## src/rtl/vga_timing_gen.sv

```systemverilog
// VGA raster timing generator: pixel-rate divider, x/y raster counters and
// registered sync/active/strobe outputs that stay aligned with the counters.
module vga_timing_gen #(
  parameter int   CLK_DIV  = 2,
  parameter int   H_ACTIVE = 640,
  parameter int   H_FP     = 16,
  parameter int   H_SYNC   = 96,
  parameter int   H_BP     = 48,
  parameter int   V_ACTIVE = 480,
  parameter int   V_FP     = 10,
  parameter int   V_SYNC   = 2,
  parameter int   V_BP     = 33,
  parameter logic HS_POL   = 1'b0,
  parameter logic VS_POL   = 1'b0
) (
  input  logic        clk,
  input  logic        rst_n,
  output logic [15:0] xcount,
  output logic [15:0] ycount,
  output logic        VGA_HS,
  output logic        VGA_VS,
  output logic        video_active,
  output logic        pix_tick,
  output logic        line_start,
  output logic        frame_start
);

  localparam int H_TOTAL = H_ACTIVE + H_FP + H_SYNC + H_BP;
  localparam int V_TOTAL = V_ACTIVE + V_FP + V_SYNC + V_BP;

  localparam logic [15:0] H_LAST   = 16'(H_TOTAL - 1);
  localparam logic [15:0] V_LAST   = 16'(V_TOTAL - 1);
  localparam logic [15:0] H_ACT    = 16'(H_ACTIVE);
  localparam logic [15:0] V_ACT    = 16'(V_ACTIVE);
  localparam logic [15:0] HS_BEG   = 16'(H_ACTIVE + H_FP);
  localparam logic [15:0] HS_END   = 16'(H_ACTIVE + H_FP + H_SYNC - 1);
  localparam logic [15:0] VS_BEG   = 16'(V_ACTIVE + V_FP);
  localparam logic [15:0] VS_END   = 16'(V_ACTIVE + V_FP + V_SYNC - 1);

  localparam int               DIV_W    = (CLK_DIV > 1) ? $clog2(CLK_DIV) : 1;
  localparam logic [DIV_W-1:0] DIV_LAST = DIV_W'(CLK_DIV - 1);

  logic [DIV_W-1:0] div, div_nxt;
  logic [15:0]      x_nxt, y_nxt;
  logic             hs_on, vs_on, act_nxt;

  // Counters advance on the edge ending a tick cycle; using the registered
  // tick keeps the post-reset cycle tick-free even when CLK_DIV is 1.
  always_comb begin
    div_nxt = (div == DIV_LAST) ? '0 : div + 1'b1;
    x_nxt   = xcount;
    y_nxt   = ycount;
    if (pix_tick) begin
      if (xcount == H_LAST) begin
        x_nxt = '0;
        y_nxt = (ycount == V_LAST) ? '0 : ycount + 16'd1;
      end else begin
        x_nxt = xcount + 16'd1;
      end
    end
    hs_on   = (x_nxt >= HS_BEG) && (x_nxt <= HS_END);
    vs_on   = (y_nxt >= VS_BEG) && (y_nxt <= VS_END);
    act_nxt = (x_nxt < H_ACT) && (y_nxt < V_ACT);
  end

  always_ff @(posedge clk) begin
    if (!rst_n) begin
      div          <= '0;
      pix_tick     <= 1'b0;
      xcount       <= H_LAST;
      ycount       <= V_LAST;
      VGA_HS       <= ~HS_POL;
      VGA_VS       <= ~VS_POL;
      video_active <= 1'b0;
      line_start   <= 1'b0;
      frame_start  <= 1'b0;
    end else begin
      div          <= div_nxt;
      pix_tick     <= (div_nxt == DIV_LAST);
      xcount       <= x_nxt;
      ycount       <= y_nxt;
      VGA_HS       <= hs_on ? HS_POL : ~HS_POL;
      VGA_VS       <= vs_on ? VS_POL : ~VS_POL;
      video_active <= act_nxt;
      line_start   <= pix_tick && (x_nxt == '0);
      frame_start  <= pix_tick && (x_nxt == '0) && (y_nxt == '0);
    end
  end

endmodule
```

## config.mk

```make
export PLATFORM = sky130hd
export DESIGN_NAME = vga_timing_gen
export DESIGN_NICKNAME = d
export VERILOG_FILES = /design/src/rtl/vga_timing_gen.sv
export SDC_FILE = /design/constraint.sdc
export NUM_CORES = 1
export LEC_CHECK = 0
export ABC_AREA = 1
export CAP_MARGIN = 20
export CELL_PAD_IN_SITES_DETAIL_PLACEMENT = 0
export CELL_PAD_IN_SITES_GLOBAL_PLACEMENT = 2
export CORE_MARGIN = 5
export CORE_UTILIZATION = 29
export CTS_BUF_LIST = sky130_fd_sc_hd__clkbuf_4 sky130_fd_sc_hd__clkbuf_8 sky130_fd_sc_hd__clkbuf_16
export CTS_CLUSTER_SIZE = 25
export DETAILED_ROUTE_END_ITERATION = 10
export GPL_TIMING_DRIVEN = 1
export HOLD_SLACK_MARGIN = 0.03
export PLACE_DENSITY_LB_ADDON = 0.1
export SETUP_SLACK_MARGIN = 0.5
export SYNTH_ARGS = -nofsm -noshare
export SYNTH_HDL_FRONTEND = slang
export SYNTH_SLANG_ARGS = --single-unit
```

## constraint.sdc

```tcl
create_clock -name clk -period 2 [get_ports clk]
set_input_delay 0.4 -clock clk [delete_from_list [all_inputs] [get_ports clk]]
set_output_delay 0.4 -clock clk [all_outputs]
set_load 0.01 [all_outputs]
```

==> results by group, run 1 <==
Outcome
  • Outcome: complete, no violations

Clocking
  • Worst-Skew Late Latency: 0.29 ns
  • Clock transition at the registers of the reported paths: 0.09 ns
  • H-Tree Level Count: 2
  • CTS buffer count: 5
  • CTS root buf: clkbuf_8
  • Bufs on Longest Clock Path: 2
  • Clock sink count: 38
  • CTS tree: done

Setup path
  • CP endpoint kind: flip-flop
  • Reg-to-reg endpoint: video_active
  • CP most frequent cell: nand3_4
  • Crit path cell chain: ha_4 > inv_4 > nor2_8 > nand3_4 > nor2_8 > nand4_1 > nand3_4 > nand3_4 > nor2_4 > nand2_2 > nor2_2 > nor2_1
  • Crit path max fanout: 8
  • Slowest stage delay, CP: 0.37 ns
  • CP delay by family, top: simple AND/OR/NAND/NOR gates
  • Worst R2R Path Depth: 12
  • Crit. Startpoint: xcount[1]
  • FF-to-FF Start: xcount[1]
  • Worst EP arrival: 2.09 ns
  • WS Path Type: reg -> reg
  • CP max stage cell: dfxtp_4
  • R2R Setup Slk: 0.11 ns
  • Bufs and invs on worst path: 1
  • Req. time, crit path: 2.20 ns
  • Worst Setup Start Kind: flip-flop

Synthesis
  • Distinct cells, synth: 34
  • Mapped Avg Cell Area: 5.952 um^2
  • Top post-synthesis cells by area: dfxtp_1 27%, nand2_1 22%, nor2_1 11%
  • Synth warn: 0
  • Cell taking the most area after synthesis: dfxtp_1
  • Synthesized flop and latch total: 38
  • Main synth FF type: dfxtp_1
  • Post-synth EDFFs: 0
  • Mapped Cells: 474
  • Syn Std Cell Area: 2821 um^2
  • Fraction of registers with async set/reset: 0
  • Synth top area share: 0.2696
  • Syn nets: 479
  • Seq/Total Area, Yosys: 0.2696

Placement
  • Port Buffers: 39
  • Final HPWL from detailed placement: 7654 um
  • Area post-placement: 3607 um^2
  • Placer congestion estimate: 0.8167

STA
  • Max Freq: 529.2 MHz
  • RSZ-0062 raised after global routing: yes
  • Tightest Pin Transition: 0.3285 ns
  • Skew final: 0.007504 ns
  • Worst relative slew slack: 0.7805
  • Fin. Hold Viols: 0
  • Setup Viol. Count Final: 0
  • Pins Over Slew Limit: 0
  • Tcrit/Tclk final: 0.9448
  • Setup TNS: 0 ns
  • Post-route minimum period: 1.890 ns

Global route
  • Vias in the first global route: 3112
  • Grt total ovfl: 0
  • Initial antenna violation count: 0
  • Total track usage: 0.1764
  • Largest net degree at the start of global routing: 18
  • First-pass GRT wire length: 16140 um

Routing
  • Routed WL per cell: 14.35 um
  • Vias per cell: 4.576
  • Post-route ant nets: 0
  • Final WL: 9917 um
  • Drt drc: 0
  • DRT Pass-1 Iters: 4
  • DRT iter0 DRCs: 157
  • Vias: 3162

Power
  • Part of the power in the clock network: 0.303
  • Max rail drop VDD: 323.6 uV
  • P_sw: 0.9919 mW
  • Leak pwr: 2.091 nW
  • Seq pwr share: 0.316
  • Pwr dens: 642.9 nW/um^2
  • Gate power share: 0.380
  • Pint: 1.685 mW
  • Sw Ratio: 0.3705

Floorplanning
  • Initial core utilization: 0.2927
  • Core area: 9639 um^2
  • Die area: 11800 um^2
  • Die Height: 108.6 um
  • Rows: 36
  • Io pins: 40
  • Die width: 108.6 um

Cells and area
  • Finished Cell Area: 4164 um^2
  • Leading cell type in the layout, fill and taps excluded: nand2_1
  • Fill count: 1053
  • Synth-to-layout area growth: 47.58%
  • # diodes: 0
  • Seq. cell area: 825.8 um^2
  • Share of cells above drive strength 1: 0.3262
  • Most frequent cells in the layout: 141 x nand2_1, 71 x nor2_1, 45 x inv_1
  • Final net count: 562
  • Area of the multi-input gates: 2069 um^2

Min path
  • Hold WC Path Type: reg -> reg
  • Hold path endpoint: xcount[11]
  • Hold depth: 2
  • Hold_sp: xcount[11]

Flow run
  • Maxcap violations: 0
worst register-to-register path: stages (launching register included):
cell and delay (ns):
dfxtp_4 0.37, ha_4 0.15, inv_4 0.05, nor2_8 0.15, nand3_4 0.12, nor2_8 0.18
nand4_1 0.17, nand3_4 0.13, nand3_4 0.07, nor2_4 0.17, nand2_2 0.10, nor2_2 0.10
nor2_1 0.05
worst max path at each step:
stage | to | cells after the start
finish | video_active | 12
detailed placement | video_active | 13
global placement | video_active | 13
floorplan | video_active | 12
global route | video_active | 11
CTS | frame_start | 12
cell usage after synthesis, drive strengths merged (3+ instances only):
cell type,number
nor3,4
nor2,103
nand4,16
nand2,166
o21ai,6
dfxtp,38
ha,3
clkbuf,5
inv,54
a21oi,4
buf,6
nand3,57
per-stage QoR:
stage               utilization  setup WS [ns]  hold WS (ns)  power, mW  std cells
floorplan                     -         0.3809        0.5246      1.422        474
global placement         0.3742       -0.06395        0.5318      1.747        661
detailed placement       0.3742       -0.04711        0.5286      1.735        661
CTS                      0.4084        0.04448        0.5590      2.611        685
global route             0.4320      -0.005794        0.5910      2.835        691
finish                   0.4320         0.1104        0.5522      2.677        691
cell families after synthesis:
family	count (synthesis)	share of synthesized area
AOI/OAI and AO/OA	14	0.03015
xor gates and xnor gates	3	0.009314
adders and majority gates	3	0.01331
buffers and inverters	67	0.09268
DFF	38	0.2696
and+or+nand+nor	349	0.5849
sequential cells by signal, indices dropped and copies added (netlist names):
| register | flops |
|---|---|
| ycount | 16 |
| VGA_HS | 1 |
| xcount | 16 |
| VGA_VS | 1 |
| div | 1 |
| video_active | 1 |
| frame_start | 1 |
| line_start | 1 |
power groups by stage:
stage / logic, mW / clock network (mW) / registers, mW
after floorplan: 0.547 / 0 / 0.875
after global placement: 0.878 / 0 / 0.869
after detailed placement: 0.867 / 0 / 0.868
after CTS: 0.936 / 0.832 / 0.843
after global routing: 1.11 / 0.867 / 0.853
final: 1.02 / 0.812 / 0.847
layer usage:
layer,global-route usage,vias to the layer above,part of all wire
met1,0.2486,1422,0.49
met4,0.03336,0,0.0053
met3,0.03375,4,0.057
met5,0,-,0
met2,0.2820,79,0.45
li1,-,1657,-
layout make-up:
type	count	share of cell area
repair buffers	87	0.1809
clock buffers	5	0.01653
clock inverters	3	0.01532
multi-input cells	369	0.4970
inverters	56	0.05198
well taps	133	0.03996
flip-flops and latches	38	0.1983
repair_timing:
action                     4_1_cts  5_1_grt
hold buffers                     0        0
setup endpoints to repair       63       38
buffers inserted                16        6
resized for setup               78       64
pin swaps                       16       35
Power figures use the tool's default switching activity.
==> run 2, diff against run 1 <==
--- a/config.mk
+++ b/config.mk
@@ -9,7 +9,7 @@
 export CAP_MARGIN = 20
 export CELL_PAD_IN_SITES_DETAIL_PLACEMENT = 0
 export CELL_PAD_IN_SITES_GLOBAL_PLACEMENT = 2
-export CORE_MARGIN = 5
+export CORE_MARGIN = 2
 export CORE_UTILIZATION = 29
 export CTS_BUF_LIST = sky130_fd_sc_hd__clkbuf_4 sky130_fd_sc_hd__clkbuf_8 sky130_fd_sc_hd__clkbuf_16
 export CTS_CLUSTER_SIZE = 25
==> results by group, run 2 (synthesis gave the netlist of run 1 again) <==
Routing
  • DRT Pass-1 Iters: 4
  • Vias per cell: 4.690
  • Final WL: 10290 um
  • DRT iter0 DRCs: 120
  • Post-route ant nets: 0
  • Routed WL per cell: 15.04 um
  • Drt drc: 0
  • Vias: 3208

Setup path
  • CP endpoint kind: flip-flop
  • Crit path max fanout: 8
  • WS Path Type: reg -> reg
  • Crit path cell chain: ha_2 > nand3_2 > nor2_4 > nand4_1 > nand3_4 > nand3_4 > nor2_4 > nand2_2 > inv_1 > nand3_1
  • Slowest stage delay, CP: 0.39 ns
  • CP max stage cell: dfxtp_4
  • Worst R2R Path Depth: 10
  • CP delay by family, top: simple AND/OR/NAND/NOR gates
  • Worst EP arrival: 2.10 ns
  • Worst Setup Start Kind: flip-flop
  • Bufs and invs on worst path: 1
  • Total stage count of the critical path: 10
  • Req. time, crit path: 2.20 ns

Clocking
  • CTS root buf: clkbuf_8
  • Bufs on Longest Clock Path: 2
  • Clock transition at the registers of the reported paths: 0.09 ns
  • Worst-Skew Late Latency: 0.30 ns
  • Clock sink count: 38
  • CTS tree: done
  • H-Tree Level Count: 2
  • CTS buffer count: 5

Global route
  • Initial antenna violation count: 0
  • Grt total ovfl: 0
  • Vias in the first global route: 3126
  • Largest net degree at the start of global routing: 12
  • Total track usage: 0.2054
  • First-pass GRT wire length: 16580 um

Floorplanning
  • Die Height: 102.6 um
  • Die area: 10530 um^2
  • Io pins: 40
  • Rows: 35
  • Die width: 102.6 um
  • Initial core utilization: 0.3025
  • Core area: 9328 um^2

STA
  • Fin. Hold Viols: 0
  • Pins Over Slew Limit: 0
  • Setup Viol. Count Final: 0
  • Tightest Pin Transition: 0.2973 ns
  • Post-route minimum period: 1.902 ns
  • Tcrit/Tclk final: 0.9510
  • RSZ-0062 raised after global routing: yes
  • Final WS setup: 0.09801 ns
  • Max Freq: 525.8 MHz
  • Worst relative slew slack: 0.8002
  • Skew final: 0.01704 ns

Min path
  • Hold WC Path Type: reg -> reg
  • Hold depth: 2

Cells and area
  • Leading cell type in the layout, fill and taps excluded: nand2_1
  • Regs by FF count: xcount x16, ycount x16
  • Most frequent cells in the layout: 141 x nand2_1, 68 x nor2_1, 46 x inv_1
  • Final net count: 560
  • Finished Layout Cells: 684
  • # diodes: 0
  • Share of cells above drive strength 1: 0.3405
  • Synth-to-layout area growth: 46.96%
  • Fill count: 1040
  • Util after Layout: 0.4445

Power
  • Max rail drop VDD: 254.1 uV
  • Leak pwr: 2.092 nW
  • Pwr dens: 592.3 nW/um^2

Placement
  • Port Buffers: 39
  • Final HPWL from detailed placement: 7823 um
  • Placer congestion estimate: 0.8768
  • Setup WS pre-CTS: -0.06645 ns
  • DP Cell Count: 660

Flow run
  • Maxcap violations: 0

Outcome
  • Outcome: complete, no violations
-- run 2: cell types whose count changed in the layout (fill, tap and decap cells not counted), sizes merged --
cell and change:
bufbuf +1, clkbuf +1, bufinv -2, clkinv -1, buf -2
-- run 2: worst reg2reg max path, cell delays in order, from the launching register on --
cell and delay, ns:
dfxtp_4 0.39, ha_2 0.21, nand3_2 0.12, nor2_4 0.26, nand4_1 0.21, nand3_4 0.12, nand3_4 0.08, nor2_4 0.17
nand2_2 0.11, inv_1 0.06, nand3_1 0.07
-- run 2: what timing repair did --
action / CTS / global route
resized for setup: 93 / 62
setup buffers: 9 / 7
pin swaps: 15 / 37
endpoints found under the setup margin: 61 / 40
cloned: 1 / 0
hold buffers: 0 / 0
-- run 2: worst paths after layout --
check,from,endpoint,slack (ns)
max,ycount[1],VGA_VS,0.1
min,xcount[1],xcount[1],0.53
max reg2reg,ycount[1],VGA_VS,0.1
min reg2reg,xcount[1],xcount[1],0.53
-- run 2: where the power goes --
part / total [mW] / switching [mW] / internal, mW / leakage (nW)
sequential: 0.841 / 0.0500 / 0.791 / 0.319
clock: 0.590 / 0.302 / 0.288 / 0.0477
combinational: 1.02 / 0.635 / 0.390 / 1.72
-- run 2: area by class of cell --
class	count	area [um^2]	share of cell area
repair buffers	85	753.2	0.1817
flip-flops and latches	38	830.8	0.2004
clock buffers	7	90.09	0.02173
well taps	129	161.4	0.03893
inverters	56	216.5	0.05220
multi-input cells	369	2095	0.5051
-- run 2: stage by stage --
step | setup TNS, ns | hold slack [ns] | area [um^2] | total power [mW]
2_1_floorplan | 0 | 0.5246 | 2905 | 1.422
5_1_grt | -0.06974 | 0.5472 | 4146 | 2.615
3_3_place_gp | -0.1965 | 0.5232 | 3612 | 1.727
3_5_place_dp | -0.1507 | 0.5256 | 3612 | 1.719
6_report | 0 | 0.5283 | 4146 | 2.456
4_1_cts | 0 | 0.5321 | 3906 | 2.388
-- run 2: metal layers --
metal | part of all wire | vias to the layer above | GRT usage
met5 | 0 | - | 0
met4 | 0.0047 | 0 | 0.03590
met3 | 0.044 | 4 | 0.03390
met2 | 0.43 | 61 | 0.3142
met1 | 0.52 | 1491 | 0.3060
li1 | - | 1652 | -
==> run 3, diff against run 2 <==
--- a/config.mk
+++ b/config.mk
@@ -18,6 +18,7 @@
 export HOLD_SLACK_MARGIN = 0.03
 export PLACE_DENSITY_LB_ADDON = 0.1
 export SETUP_SLACK_MARGIN = 0.5
+export SKIP_CTS_REPAIR_TIMING = 1
 export SYNTH_ARGS = -nofsm -noshare
 export SYNTH_HDL_FRONTEND = slang
 export SYNTH_SLANG_ARGS = --single-unit
==> results by group, run 3 (synthesis gave the netlist of run 1 again) <==
Floorplanning
  • Die area: 10530 um^2
  • Io pins: 40
  • Initial core utilization: 0.3025
  • Die width: 102.6 um
  • Rows: 35
  • Core area: 9328 um^2
  • Die Height: 102.6 um

Setup path
  • Crit path cell chain: ha_4 > inv_4 > nor2_8 > nand3_4 > nor2_4 > nand4_1 > nand2_2 > inv_1 > nor2_1 > nand2_1 > nor2_2 > nand3_1 > nor2_1
  • Crit path max fanout: 7
  • FF-to-FF Start: xcount[1]
  • Worst EP arrival: 2.21 ns
  • CP delay by family, top: simple AND/OR/NAND/NOR gates
  • CP max stage cell: dfxtp_4
  • Critical path endpoint: frame_start
  • R2R Setup Slk: 0.02 ns
  • Reg-to-reg endpoint: frame_start
  • Req. time, crit path: 2.24 ns
  • WS Path Type: reg -> reg
  • Crit. Startpoint: xcount[1]
  • Slowest stage delay, CP: 0.37 ns
  • CP endpoint kind: flip-flop
  • Bufs and invs on worst path: 2
  • Total stage count of the critical path: 13
  • Worst Setup Start Kind: flip-flop
  • CP most frequent cell: nor2_1
  • Worst R2R Path Depth: 13

Cells and area
  • Finished Layout Cells: 677
  • Most frequent cells in the layout: 150 x nand2_1, 71 x nor2_1, 45 x inv_1
  • Final net count: 553
  • Synth-to-layout area growth: 45.37%
  • Leading cell type in the layout, fill and taps excluded: nand2_1
  • Fill count: 1040
  • Regs by FF count: xcount x16, ycount x16
  • # diodes: 0
  • Share of cells above drive strength 1: 0.2993

Clocking
  • Bufs on Longest Clock Path: 2
  • CTS tree: done
  • Clock sink count: 38
  • Worst-Skew Late Latency: 0.30 ns
  • Clock transition at the registers of the reported paths: 0.08 ns
  • H-Tree Level Count: 2
  • CTS root buf: clkbuf_8
  • CTS buffer count: 5

STA
  • Skew final: 0.01446 ns
  • RSZ-0062 raised after global routing: yes
  • Tightest Pin Transition: 0.4593 ns
  • Tcrit/Tclk final: 0.9892
  • Fin. Hold Viols: 0
  • Max Freq: 505.5 MHz
  • Post-route minimum period: 1.978 ns
  • Worst relative slew slack: 0.6932
  • Setup Viol. Count Final: 0
  • Pins Over Slew Limit: 0

Routing
  • M1 WL: 5382 um
  • DRT iter0 DRCs: 133
  • Met2 WL: 4386 um
  • Vias: 3147
  • Met3 Wirelength: 361 um
  • Drt drc: 0
  • Final WL: 10180 um
  • DRT Pass-1 Iters: 4
  • Vias per cell: 4.648
  • Routed WL per cell: 15.03 um
  • Post-route ant nets: 0
  • DR top layer: met4

Power
  • Sw Ratio: 0.3994
  • Max rail drop VDD: 254.1 uV
  • Pint: 1.455 mW
  • Pwr dens: 590.5 nW/um^2
  • P_sw: 0.9673 mW
  • Total Power: 2.422 mW
  • Leak pwr: 2.375 nW
  • Gate power share: 0.408
  • Part of the power in the clock network: 0.242
  • Seq pwr share: 0.350

Placement
  • Port Buffers: 39
  • Final HPWL from detailed placement: 7823 um
  • Placer congestion estimate: 0.8768
  • DP Cell Count: 660

Flow run
  • Maxcap violations: 0

Global route
  • Grt total ovfl: 0
  • Total track usage: 0.1982
  • First-pass GRT wire length: 16030 um
  • Largest net degree at the start of global routing: 21
  • Initial antenna violation count: 0
  • Vias in the first global route: 3000

Outcome
  • Outcome: complete, no violations

Min path
  • Hold WC Path Type: reg -> reg
  • Hold_sp: xcount[1]
[run 3: power by group through the flow]
stage / sequential [mW] / combinational (mW) / clock (mW)
3_3_place_gp: 0.867 / 0.860 / 0
3_5_place_dp: 0.868 / 0.850 / 0
5_1_grt: 0.853 / 1.09 / 0.634
2_1_floorplan: 0.875 / 0.547 / 0
4_1_cts: 0.851 / 0.855 / 0.603
6_report: 0.847 / 0.988 / 0.587
[run 3: how the worst min path moves through the flow]
stage                      endpoint  slack, ns  depth (start not counted)
after floorplan           xcount[1]       0.52                          2
after global placement    xcount[1]       0.52                          2
after detailed placement  xcount[1]       0.53                          2
after CTS                 xcount[1]       0.54                          2
after global routing      xcount[1]       0.56                          2
final                     xcount[1]       0.54                          2
[run 3: through the flow]
| stage | setup TNS (ns) | setup WS (ns) | util | cell area, um^2 | hold slack (ns) |
|---|---|---|---|---|---|
| 2_1_floorplan | 0 | 0.3809 | - | 2905 | 0.5246 |
| 3_3_place_gp | -0.1965 | -0.07271 | 0.3873 | 3612 | 0.5232 |
| 3_5_place_dp | -0.1507 | -0.06645 | 0.3873 | 3612 | 0.5256 |
| 4_1_cts | -0.2132 | -0.06757 | 0.3969 | 3702 | 0.5446 |
| 5_1_grt | -0.3233 | -0.09314 | 0.4397 | 4101 | 0.5587 |
| 6_report | 0 | 0.02169 | 0.4397 | 4101 | 0.5425 |
[run 3: layout make-up]
| cell class | count | area (um^2) | share of cell area |
|---|---|---|---|
| Timing Repair Buffer | 78 | 802.0 | 0.1955 |
| Tap cell | 129 | 161.4 | 0.03935 |
| Multi-Input combinational cell | 369 | 2007 | 0.4893 |
| Clock buffer | 7 | 90.09 | 0.02196 |
| Sequential cell | 38 | 822.0 | 0.2004 |
| Inverter | 56 | 219.0 | 0.05339 |
[run 3: worst min-delay path, delay by kind of cell (launching register included)]
family / cells / cell delay [ns]
flops: 1 / 0.37
simple gates: 2 / 0.14
[run 3: layer usage]
metal | vias to the layer above | track usage
li1 | 1636 | -
met1 | 1449 | 0.2981
met2 | 58 | 0.3017
met3 | 4 | 0.03051
met4 | 0 | 0.03385
met5 | - | 0
